<file path="src/rtl/divider_pkg.sv">
// Shared types and helpers for the signed/unsigned non-restoring divider.
package divider_pkg;

    typedef enum logic [1:0] {
        IDLE,
        DIVIDE,
        RESTORE,
        DONE
    } fsm_state_t;

    // Widest operand the negation helper can handle; callers cast in and out.
    localparam int MAX_WIDTH = 256;

    function automatic logic [MAX_WIDTH-1:0] negate_if(input logic [MAX_WIDTH-1:0] value,
                                                       input logic                 negate);
        return negate ? (~value + 1'b1) : value;
    endfunction

endpackage

</file>
<file path="src/rtl/nr_div_step.sv">
// One non-restoring iteration: shift {rem_sign, remainder, quotient} left, add or subtract the divisor, set the quotient LSB.
module nr_div_step #(
    parameter int DATA_WIDTH = 32
) (
    input  logic [2*DATA_WIDTH:0] acc_i,
    input  logic [DATA_WIDTH-1:0] divisor_i,
    output logic [2*DATA_WIDTH:0] acc_o
);

    logic [DATA_WIDTH:0] shifted_rem;
    logic [DATA_WIDTH:0] divisor_ext;
    logic [DATA_WIDTH:0] new_rem;

    // Wrap-around in the shifted value is harmless: the add/subtract brings it back in range.
    always_comb begin
        shifted_rem = acc_i[2*DATA_WIDTH-1:DATA_WIDTH-1];
        divisor_ext = {1'b0, divisor_i};
        new_rem     = acc_i[2*DATA_WIDTH] ? (shifted_rem + divisor_ext)
                                          : (shifted_rem - divisor_ext);
        acc_o       = {new_rem, acc_i[DATA_WIDTH-2:0], ~new_rem[DATA_WIDTH]};
    end

endmodule

</file>
<file path="src/rtl/signed_non_restoring_divider.sv">
// Iterative non-restoring integer divider producing one quotient bit per cycle, signed or unsigned per operation.
module signed_non_restoring_divider
    import divider_pkg::*;
#(
    parameter int DATA_WIDTH = 32
) (
    input  logic                  clk_i,
    input  logic                  rst_n_i,
    input  logic                  clk_en_i,
    input  logic [DATA_WIDTH-1:0] dividend_i,
    input  logic [DATA_WIDTH-1:0] divisor_i,
    input  logic                  signed_i,
    input  logic                  data_valid_i,
    output logic [DATA_WIDTH-1:0] quotient_o,
    output logic [DATA_WIDTH-1:0] remainder_o,
    output logic                  divide_by_zero_o,
    output logic                  data_valid_o,
    output logic                  idle_o
);

    localparam int CNT_W = $clog2(DATA_WIDTH) + 1;
    localparam logic [CNT_W-1:0] LAST_COUNT = CNT_W'(DATA_WIDTH - 1);

    typedef struct packed {
        logic                  rem_sign;
        logic [DATA_WIDTH-1:0] remainder;
        logic [DATA_WIDTH-1:0] quotient;
    } result_t;

    fsm_state_t            state;
    fsm_state_t            next_state;
    result_t               acc;
    result_t               acc_step;
    logic [DATA_WIDTH-1:0] divisor_mag;
    logic                  quot_neg;
    logic                  rem_neg;
    logic [CNT_W-1:0]      count;
    logic                  accept;

    logic                  dd_neg;
    logic                  dv_neg;
    logic [DATA_WIDTH-1:0] dd_mag;
    logic [DATA_WIDTH-1:0] dv_mag;
    logic [DATA_WIDTH-1:0] restored_rem;
    logic [DATA_WIDTH-1:0] final_quot;
    logic [DATA_WIDTH-1:0] final_rem;

    nr_div_step #(
        .DATA_WIDTH(DATA_WIDTH)
    ) u_step (
        .acc_i    (acc),
        .divisor_i(divisor_mag),
        .acc_o    (acc_step)
    );

    // The iteration works on magnitudes only; signs are reapplied in RESTORE.
    always_comb begin
        dd_neg       = signed_i & dividend_i[DATA_WIDTH-1];
        dv_neg       = signed_i & divisor_i[DATA_WIDTH-1];
        dd_mag       = DATA_WIDTH'(negate_if(MAX_WIDTH'(dividend_i), dd_neg));
        dv_mag       = DATA_WIDTH'(negate_if(MAX_WIDTH'(divisor_i), dv_neg));
        restored_rem = acc.rem_sign ? (acc.remainder + divisor_mag) : acc.remainder;
        final_quot   = DATA_WIDTH'(negate_if(MAX_WIDTH'(acc.quotient), quot_neg));
        final_rem    = DATA_WIDTH'(negate_if(MAX_WIDTH'(restored_rem), rem_neg));
    end

    always_comb begin
        next_state = state;
        accept     = 1'b0;
        idle_o     = 1'b0;
        case (state)
            IDLE, DONE: begin
                idle_o = 1'b1;
                accept = data_valid_i;
                if (data_valid_i) begin
                    next_state = (divisor_i == '0) ? DONE : DIVIDE;
                end else begin
                    next_state = IDLE;
                end
            end
            DIVIDE: begin
                if (count == LAST_COUNT) begin
                    next_state = RESTORE;
                end
            end
            RESTORE: next_state = DONE;
            default: next_state = IDLE;
        endcase
    end

    always_ff @(posedge clk_i) begin
        if (!rst_n_i) begin
            state            <= IDLE;
            acc              <= '0;
            divisor_mag      <= '0;
            quot_neg         <= 1'b0;
            rem_neg          <= 1'b0;
            count            <= '0;
            quotient_o       <= '0;
            remainder_o      <= '0;
            divide_by_zero_o <= 1'b0;
            data_valid_o     <= 1'b0;
        end else if (clk_en_i) begin
            state        <= next_state;
            data_valid_o <= (next_state == DONE);
            if (accept) begin
                acc         <= {1'b0, {DATA_WIDTH{1'b0}}, dd_mag};
                divisor_mag <= dv_mag;
                quot_neg    <= dd_neg ^ dv_neg;
                rem_neg     <= dd_neg;
                count       <= '0;
                // Divide by zero skips the iteration and publishes its fixed result immediately.
                if (divisor_i == '0) begin
                    quotient_o       <= '1;
                    remainder_o      <= dividend_i;
                    divide_by_zero_o <= 1'b1;
                end
            end else if (state == DIVIDE) begin
                acc   <= acc_step;
                count <= count + CNT_W'(1);
            end else if (state == RESTORE) begin
                quotient_o       <= final_quot;
                remainder_o      <= final_rem;
                divide_by_zero_o <= 1'b0;
            end
        end
    end

endmodule
</file>
<file path="config.mk">
export PLATFORM = sky130hd
export DESIGN_NAME = signed_non_restoring_divider
export DESIGN_NICKNAME = d
export VERILOG_FILES = /design/src/rtl/divider_pkg.sv /design/src/rtl/nr_div_step.sv /design/src/rtl/signed_non_restoring_divider.sv
export SDC_FILE = /design/constraint.sdc
export NUM_CORES = 1
export LEC_CHECK = 0
export CAP_MARGIN = 10
export CORE_MARGIN = 3
export CORE_UTILIZATION = 35
export DETAILED_ROUTE_END_ITERATION = 10
export PLACE_DENSITY = 0.53
export REMOVE_ABC_BUFFERS = 1
export SYNTH_ARGS = -nofsm -noshare
export SYNTH_HDL_FRONTEND = slang
export SYNTH_HIERARCHICAL = 1
export SYNTH_SLANG_ARGS = --single-unit
</file>
<file path="constraint.sdc">
create_clock -name clk_i -period 9.4 [get_ports clk_i]
set_input_delay 1.88 -clock clk_i [delete_from_list [all_inputs] [get_ports clk_i]]
set_output_delay 1.88 -clock clk_i [all_outputs]
set_load 0.005 [all_outputs]
</file>
Word-level counts from Yosys, hierarchy flattened
Index checks and enable logic that the tools add are counted.
- $add $sub $neg: 8
- equal/unequal tests: 7
- reductions and logical operators: 8
- multiplexer cells: 28
- bitwise gates (word level): 8
- operator list (cell ; count):
    2-to-1 mux 32 bit ; 13
    2-to-1 mux 65 bit ; 2
    adder 32 x 1 -> 32 bit (second input constant) ; 4
    inverter 32 bit ; 4
    adder 33 x 32 -> 33 bit ; 1
    2-to-1 mux 33 bit ; 1
    subtractor 33 x 32 -> 33 bit ; 1
    adder 32 bit ; 1
    logical NOT 32 bit ; 1
    2-to-1 mux 6 bit ; 2
    adder 6 x 1 -> 6 bit (second input constant) ; 1
    equality test 2 bit (second input constant) ; 3
    equality test 6 x 5 -> 1 bit (second input constant) ; 1
    2-to-1 mux 1 bit ; 6
    2-to-1 mux 2 bit ; 3
    one-hot mux 2 bit (3 select lines) ; 1
    AND reduction 2 bit ; 2
    AND reduction 4 bit ; 1
    nonzero test 2 bit ; 2
    bitwise AND 1 bit ; 2
    equality test 2 x 1 -> 1 bit (second input constant) ; 1
    logical NOT 2 bit ; 1
    != test 2 x 1 -> 1 bit (second input constant) ; 1
    != test 2 bit (second input constant) ; 1
    other kinds (3) ; 3
- logic and storage cells: 71
- bits of input ports: 69
- output and inout bits: 67
- register bits after elaboration: 173

Logic depth before layout (Yosys ltp)
Gate-level depths: netlist (run 1).
- word-level depth: 8
- mapped depth: 20
- mapped depth without buffers: 19

Hierarchy
Netlist (run 1), hierarchy kept.
- modules (own cells, without submodules) (module ; sequential area each (um2) ; area each (um2) ; times used ; cells an instance):
    signed_non_restoring_divider ; 3463.3 ; 11454.7 ; 1 ; 1499
    nr_div_step ; 0.0 ; 2762.6 ; 1 ; 389

Least setup slack after synthesis (run 1)
No wires, ideal clock.
- path kind: input-to-reg
- start point: input divisor_i[3]
- end point: register remainder_o[31]
- library setup time: 0.059 ns
- slack: 4.527 ns
- cell stages on the path: 11
- arrival: 4.814 ns
- buffers on the path: 0
- cells stage by stage: or4_4 -> or3_4 -> nor3_4 -> nand2_2 -> or3_4 -> nor4_4 -> o211ai_4 -> nor2_8 -> or4b_1 -> mux2i_1 -> o31a_1
- longest elaborated chain between the ends: 3
- ends and longest elaborated chain (element ; RTL line ; text):
    start: declaration ; signed_non_restoring_divider.sv:11 ; input logic [DATA_WIDTH-1:0] divisor_i,
    logical NOT 32 bit ; signed_non_restoring_divider.sv:113 ; if (divisor_i == '0) begin
    != test 2 x 1 -> 1 bit (no line) ; -- ;
    AND reduction 4 bit (no line) ; -- ;
    end signal: assignment ; signed_non_restoring_divider.sv:115 ; remainder_o <= dividend_i;
    end signal: assignment ; signed_non_restoring_divider.sv:123 ; remainder_o <= final_rem;
    end: declaration ; signed_non_restoring_divider.sv:15 ; output logic [DATA_WIDTH-1:0] remainder_o,
No other way between the ends.
A chain may end at the register's enable or synchronous reset.

Worst setup path in the final report (run 1)
Same ends and word-level chain as after synthesis.

==> run metrics, run 1 <==
outcome completed; sw power between 700 and 800 uW; sort of element at the end of the critical path register; number of buffers inserted by hold repair at cts 0; final instance count without filler cells 2451; nets@finish 2056; Inserted Diodes 0; crit-path cells clkdlybuf4s50_1 -> or4_4 -> or3_4 -> nor3_4 -> nand2_2 -> or3_4 -> nor4_4 -> o211ai_4 -> buf_4 -> nor2_8 -> or4b_1 -> mux2i_1 -> o31a_1; antenna viol nets, final 0; Post-route DRC 0; HPWL after detailed placement 32600 um; Port-buffer cells around 140; Site Rows 73; filler instances slightly above 4000; critical register-to-register path startpoint acc[32]$_SDFFE_PN0P_; leak pwr around 0.0059 uW; total grt overflow 0; largest area contributor in the synthesized netlist dfxtp_1; violation count after the first detailed-routing iteration just under 900; pin count of the biggest net entering global routing 96; routed via count around 13000; arrival time of data at the critical path endpoint approximately 6000 ps; relative contribution of the clock network to total power 0.323; die boundary height ~210 um; Register-to-Register Path Depth 13; setup repair after global routing missed its margin no; Via-to-Cell Ratio about 5.5; clock tree from TritonCTS built; synth unique cells 92; final routed wire length divided by cell count about 17 um; most instantiated library cell after synthesis nor2_1; buffer depth of the longest clock path 2; endpoint of the worst hold-timing path divide_by_zero_o$_SDFFE_PN0P_; cell count after placement approximately 2400; worst setup path class input pin to register; first drt pass iteration count 5; All-Layer GR Usage 0.195; P_int between 1000 and 1500 uW; synthesized cell area between 10000 and 15000 sq um; standard cell with the maximum stage delay on the critical path or4_4; Power Density roughly 140 nW/um^2; storage element area approximately 3500 sq um; starting density of the core 0.356; register share of total power 0.362; final setup skew 13.0 ps; number of clock sinks approximately 170; most frequently used flop master after synthesis dfxtp_1; type of the tightest min-delay check register to register; final slew viol count 0; maximum operating frequency about 180 MHz; number of buffers and inverters on the critical path 2; stage delay of the slowest cell on the critical path 570 ps; clk_lat worst skew approximately 450 ps; layout cells sized above 1 0.0514; critical hold path startpoint divide_by_zero_o$_SDFFE_PN0P_; number of top-level design ports 136; post-synthesis register bit count roughly 170; switching power share of the total 0.352; min cycle time layout approximately 5600 ps; final setup violation count 0; critical-path maximum fanout 28; share of Yosys cell area claimed by the top area cell type 0.244; number of buffers created by CTS 17; top cell types by occurrence after synthesis nor2_1, a21oi_1, dfxtp_1; async set-reset flop share out of synthesis 0; master cell of the clock root buffer clkbuf_16; area taken by multi-input logic gates approximately 10000 sq um; maximum vdd drop between 100 and 150 uV; clock transition at the registers of the reported paths about 70 ps; post-CTS setup buffers 0; average footprint of a synthesized cell around 7.5 sq um; cell type group with the largest total delay on the critical path simple AND/OR/NAND/NOR gates; core area approximately 40000 sq um; Area growth, synth to finish 14.6%; Resize count post-CTS 0; worst hold path stage count 2; Clock H-tree levels 4; Slew @ Worst Pin 1080 ps; setup slack of the worst register-to-register path about 4500 ps; initial antenna violation count 1; number of global-route vias before repair between 10000 and 15000; max-cap viol count 0; overall die width approximately 210 um; type of element launching the critical path input pin; power share of the combinational group 0.315; Post-synth EDFFs 0; final-layout setup total negative slack 0 ps; final weighted congestion of routability-driven global placement 0.869; WL final approximately 43000 um; data required time at the worst endpoint ~9800 ps; share of the cycle needed by the critical path after routing 0.597; proportion of synthesized chip area in sequential cells 0.244; Die Outline Area 43100 sq um; yosys synthesis warning count 6; worst r2r dst remainder_o[27]$_SDFFE_PN0P_; number of hold violations in the final report 0; headroom to the max-slew limit 0.280; first-pass GRT wire length 69700 um; gate count after technology mapping 1888; leading post-synthesis cells by cell area dfxtp_1, xor2_1, nor2_1; cell repeated most along the worst path or3_4
layer usage:
layer | GRT usage | vias to the layer above | share of wire
li1 | - | 6942 | -
met2 | 0.322 | 263 | 0.46
met1 | 0.276 | 6233 | 0.49
met5 | 0 | - | 0
met3 | 0.0201 | 28 | 0.038
met4 | 0.0440 | 0 | 0.011
metrics by stage:
step	worst slack (ps)	area, sq um	total power (uW)	hold WS, ps	utilization
final	3790	16300	2260	480	0.408
after global routing	3420	16300	2410	509	0.408
after detailed placement	3320	15700	1540	468	0.393
after floorplan	3040	13600	1330	448	-
after global placement	3380	15700	1540	466	0.393
after CTS	3800	16300	2280	478	0.408
registers in the layout, indices dropped and copies added (netlist names):
name / cells
acc: 65
rem_neg: 1
state: 2
quot_neg: 1
divisor_mag: 32
quotient_o: 32
remainder_o: 32
count: 6
data_valid_o: 1
divide_by_zero_o: 1
power by group through the flow:
stage,registers (uW),logic (uW),clock network (uW)
2_1_floorplan,818,510,0
3_3_place_gp,835,700,0
3_5_place_dp,836,706,0
4_1_cts,819,709,752
5_1_grt,826,797,785
6_report,820,712,732
worst min-delay path, delay by kind of cell, from the launching register on:
kind	cells	cell delay, ps
AOI/OAI and AO/OA	1	50
DFF	1	330
and+or+nand+nor	1	60
cells in the final DEF (no fill, tap or decap), types with 19 or more instances in the layout:
cell type        instances
xnor2_1                 69
a311oi_1                41
a21oi_1                180
o21ai_0                111
or3_1                   19
xor2_1                 116
clkdlybuf4s50_1        135
nand2_1                146
a22oi_1                 37
ha_1                    72
nor3_1                  44
nor2_1                 261
nand4_1                 21
dfxtp_1                172
a211oi_1                59
inv_1                   37
nand3_1                 25
o31ai_1                 27
a31oi_1                 24
nor4_1                  20
worst max path at each step:
stage	start	end	slack, ps	cells past startpoint
floorplan	data_valid_i	acc[11]$_SDFFE_PN0P_	3040	5
global placement	divisor_i[3]	remainder_o[16]$_SDFFE_PN0P_	3380	12
detailed placement	divisor_i[3]	remainder_o[26]$_SDFFE_PN0P_	3320	10
CTS	divisor_i[3]	remainder_o[16]$_SDFFE_PN0P_	3800	12
global route	divisor_i[3]	remainder_o[26]$_SDFFE_PN0P_	3420	10
finish	divisor_i[3]	remainder_o[31]$_SDFFE_PN0P_	3790	13
kinds of logic after synthesis:
family          count (synthesis)  share of synthesized area
compound gates                618                      0.291
xor+xnor                      187                      0.117
fa+ha+maj                      74                     0.0662
buf+inv                       180                     0.0567
flops                         173                      0.244
mux                            16                     0.0115
simple gates                  640                      0.214
final cells by class:
class	instances	area share
multi-input combinational	1535	0.612
clock inverter	12	0.00837
clock buffer	20	0.0286
tap	525	0.0403
inverter	38	0.00890
timing repair buffer	148	0.0889
sequential	173	0.213
(Power assumes the default switching activity.)
==> run 2: changes to the inputs <==
==> constraint.sdc (replaced) <==
create_clock -name clk_i -period 5.4 [get_ports clk_i]
set_input_delay 1.08 -clock clk_i [delete_from_list [all_inputs] [get_ports clk_i]]
set_output_delay 1.08 -clock clk_i [all_outputs]
set_load 0.005 [all_outputs]
==> run 2 against run 1 <==
Effect of this change:
- clock skew is 0.85 ps higher
- non-clock buffer count is 17 higher
- combinational power is 80% higher
- final cell count is 0.61% higher
- global-route usage is 0.56 points higher
- hold slack worse by 6.0 ps
- clock power is 61% higher
- power is 71% higher
- final area is 0.43% higher
- routed wire length is 3.2% higher
- sequential share of layout area is 0.091 points lower
- flip-flop and latch count stayed put
- largest cell class unchanged
- highest routed layer unchanged
==> run metrics, run 2 (same netlist as run 1, synthesis figures left out) <==
outcome completed; layout cells sized above 1 0.0572 (+0.00579); Area growth, synth to finish 15.1%; final setup violation count 0 (unchanged); utilization of the core after routing 0.410 (+0.00176); WL final 44200 um (+3.2%); filler instances 4149 (-0.096%); final weighted congestion of routability-driven global placement 0.860 (-1.1%); number of buffers created by CTS 17 (unchanged); number of hold violations in the final report 0 (unchanged); top library cells by usage in the layout, fill and taps aside nor2_1, a21oi_1, dfxtp_1, nand2_1, clkdlybuf4s50_1; first-pass GRT wire length 71500 um (+2.6%); number of global-route vias before repair 13100 (+3.1%); nets@finish 2073 (+0.83%); All-Layer GR Usage 0.201 (+0.00559); buffer depth of the longest clock path 2 (unchanged); number of top-level design ports 136 (unchanged); master cell of the clock root buffer clkbuf_16; type of the tightest min-delay check register to register; worst hold path stage count 2 (unchanged); core area 39900 sq um (unchanged); number of buffers and inverters on the critical path 0 (-2); share of the cycle needed by the critical path after routing 0.865; number of buffers inserted by hold repair at cts 0 (unchanged); max FFs per register 65 (unchanged); Resize count post-CTS 0 (unchanged); Placement Cell Area 15800 sq um (+0.89%); cell type group with the largest total delay on the critical path compound AO/OA/AOI/OAI gates; type of element launching the critical path register; final setup skew 13.8 ps (+0.851 ps); first drt pass iteration count 7 (+2); routed via count 13800 (+2.2%); HPWL after detailed placement 34100 um (+4.5%); Site Rows 73 (unchanged); final slew viol count 0 (unchanged); clock transition at the registers of the reported paths 70 ps (about the same); antenna viol nets, final 0 (unchanged); starting density of the core 0.356 (unchanged); Post-route DRC 0 (unchanged); total stage count of the critical path 13 (unchanged); initial antenna violation count 0 (-1); arrival time of data at the critical path endpoint 5010 ps (-990 ps); clk_lat worst skew 450 ps (about the same); final routed wire length divided by cell count 17.9 um (+2.5%); total grt overflow 0 (unchanged); Most flops, register acc; post-CTS setup buffers 0 (unchanged); area of all placed cells without fillers 16400 sq um (+0.43%); violation count after the first detailed-routing iteration 919 (+4.4%); sort of element at the end of the critical path register; most common cell after layout, fill and taps aside nor2_1; leak pwr 0.00592 uW (+0.83%); data required time at the worst endpoint 5740 ps (-4050 ps); pin count of the biggest net entering global routing 72 (-25%); min cycle time layout between 4000 and 5000 ps; maximum operating frequency between 200 and 250 MHz; Clock H-tree levels 4 (unchanged); clock tree from TritonCTS built; Slew @ Worst Pin 1050 ps (-26.1 ps); Port-buffer cells 135 (unchanged); max-cap viol count 0 (unchanged); number of clock sinks 173 (unchanged); standard cell with the maximum stage delay on the critical path a221oi_1; overall die width 208 um (unchanged); Register-to-Register Path Depth 13 (unchanged); area taken by multi-input logic gates 9980 sq um (unchanged); setup repair after global routing missed its margin no; maximum vdd drop 154 uV (+48%); Die Outline Area 43100 sq um (unchanged); Power Density 237 nW/um^2 (+71%); crit-path cells ha_1 -> fa_1 -> a211oi_1 -> o21ai_0 -> a21o_1 -> a221oi_1 -> nand4_1 -> nor4_1 -> nand3b_1 -> nor3_1 -> a31oi_1 -> xor2_1 -> a2111oi_0; headroom to the max-slew limit 0.298 (+0.0174); Inserted Diodes 0 (unchanged); critical-path maximum fanout 6 (-79%); stage delay of the slowest cell on the critical path 710 ps (+140 ps); storage element area 3460 sq um (unchanged); die boundary height 208 um (unchanged); Via-to-Cell Ratio 5.58 (+1.6%); worst setup path class register to register
## run 2: changes by cell type in the layout (fill, tap and decap cells not counted), sizes merged
cell	previous run	this run
clkinvlp	3	4
bufinv	2	1
buf	13	30
inv	40	38
## run 2: worst min-delay path, cell delays in order, from the launching register on
cell     delay, ps
dfxtp_1        320
nand2_1         60
a21oi_1         50
## run 2: path summary, 6_finish.rpt
path / start / to / slack [ps]
setup / recovery: acc[32]$_SDFFE_PN0P_ / remainder_o[30]$_SDFFE_PN0P_ / 730
hold / removal: divide_by_zero_o$_SDFFE_PN0P_ / divide_by_zero_o$_SDFFE_PN0P_ / 470
setup reg to reg: acc[32]$_SDFFE_PN0P_ / remainder_o[30]$_SDFFE_PN0P_ / 730
hold reg to reg: divide_by_zero_o$_SDFFE_PN0P_ / divide_by_zero_o$_SDFFE_PN0P_ / 470
## run 2: metrics by stage
step	worst slack [ps]	setup TNS [ps]	instances	hold slack (ps)	power [uW]
6_report	728	0	2466	474	3880
5_1_grt	304	0	2466	498	4110
4_1_cts	771	0	2466	466	3910
3_5_place_dp	412	0	2436	457	2720
3_3_place_gp	453	0	2436	461	2710
2_1_floorplan	-158	-6830	1746	448	2310
## run 2: layer usage
metal  track usage  vias up  wire length, um
li1              -     6985                -
met1         0.275     6462            21300
met2         0.336      280            20500
met3        0.0245       37             1620
met4        0.0494        0              708
met5             0        -                0
## run 2: where the power goes
group          switching, uW  internal (uW)  total (uW)  leakage [uW]
Combinational            764            511        1280       0.00427
Clock                    551            630        1180      0.000248
Sequential              89.7           1330        1420       0.00141
Total                   1410           2470        3880       0.00592
## run 2: final cells by class
class / count / share of cell area
Clock buffer: 20 / 0.0267
Clock inverter: 10 / 0.00589
Inverter: 38 / 0.00887
Multi-Input combinational cell: 1535 / 0.610
Sequential cell: 173 / 0.212
Tap cell: 525 / 0.0401
Timing Repair Buffer: 165 / 0.0971
==> run 3: changes to the inputs <==
--- a/config.mk
+++ b/config.mk
@@ -11,6 +11,7 @@
 export DETAILED_ROUTE_END_ITERATION = 10
 export PLACE_DENSITY = 0.53
 export REMOVE_ABC_BUFFERS = 1
+export SLEW_MARGIN = 20
 export SYNTH_ARGS = -nofsm -noshare
 export SYNTH_HDL_FRONTEND = slang
 export SYNTH_HIERARCHICAL = 1
==> results of run 3 <==
Final layout, timing and power as in run 2 (identical DEF).
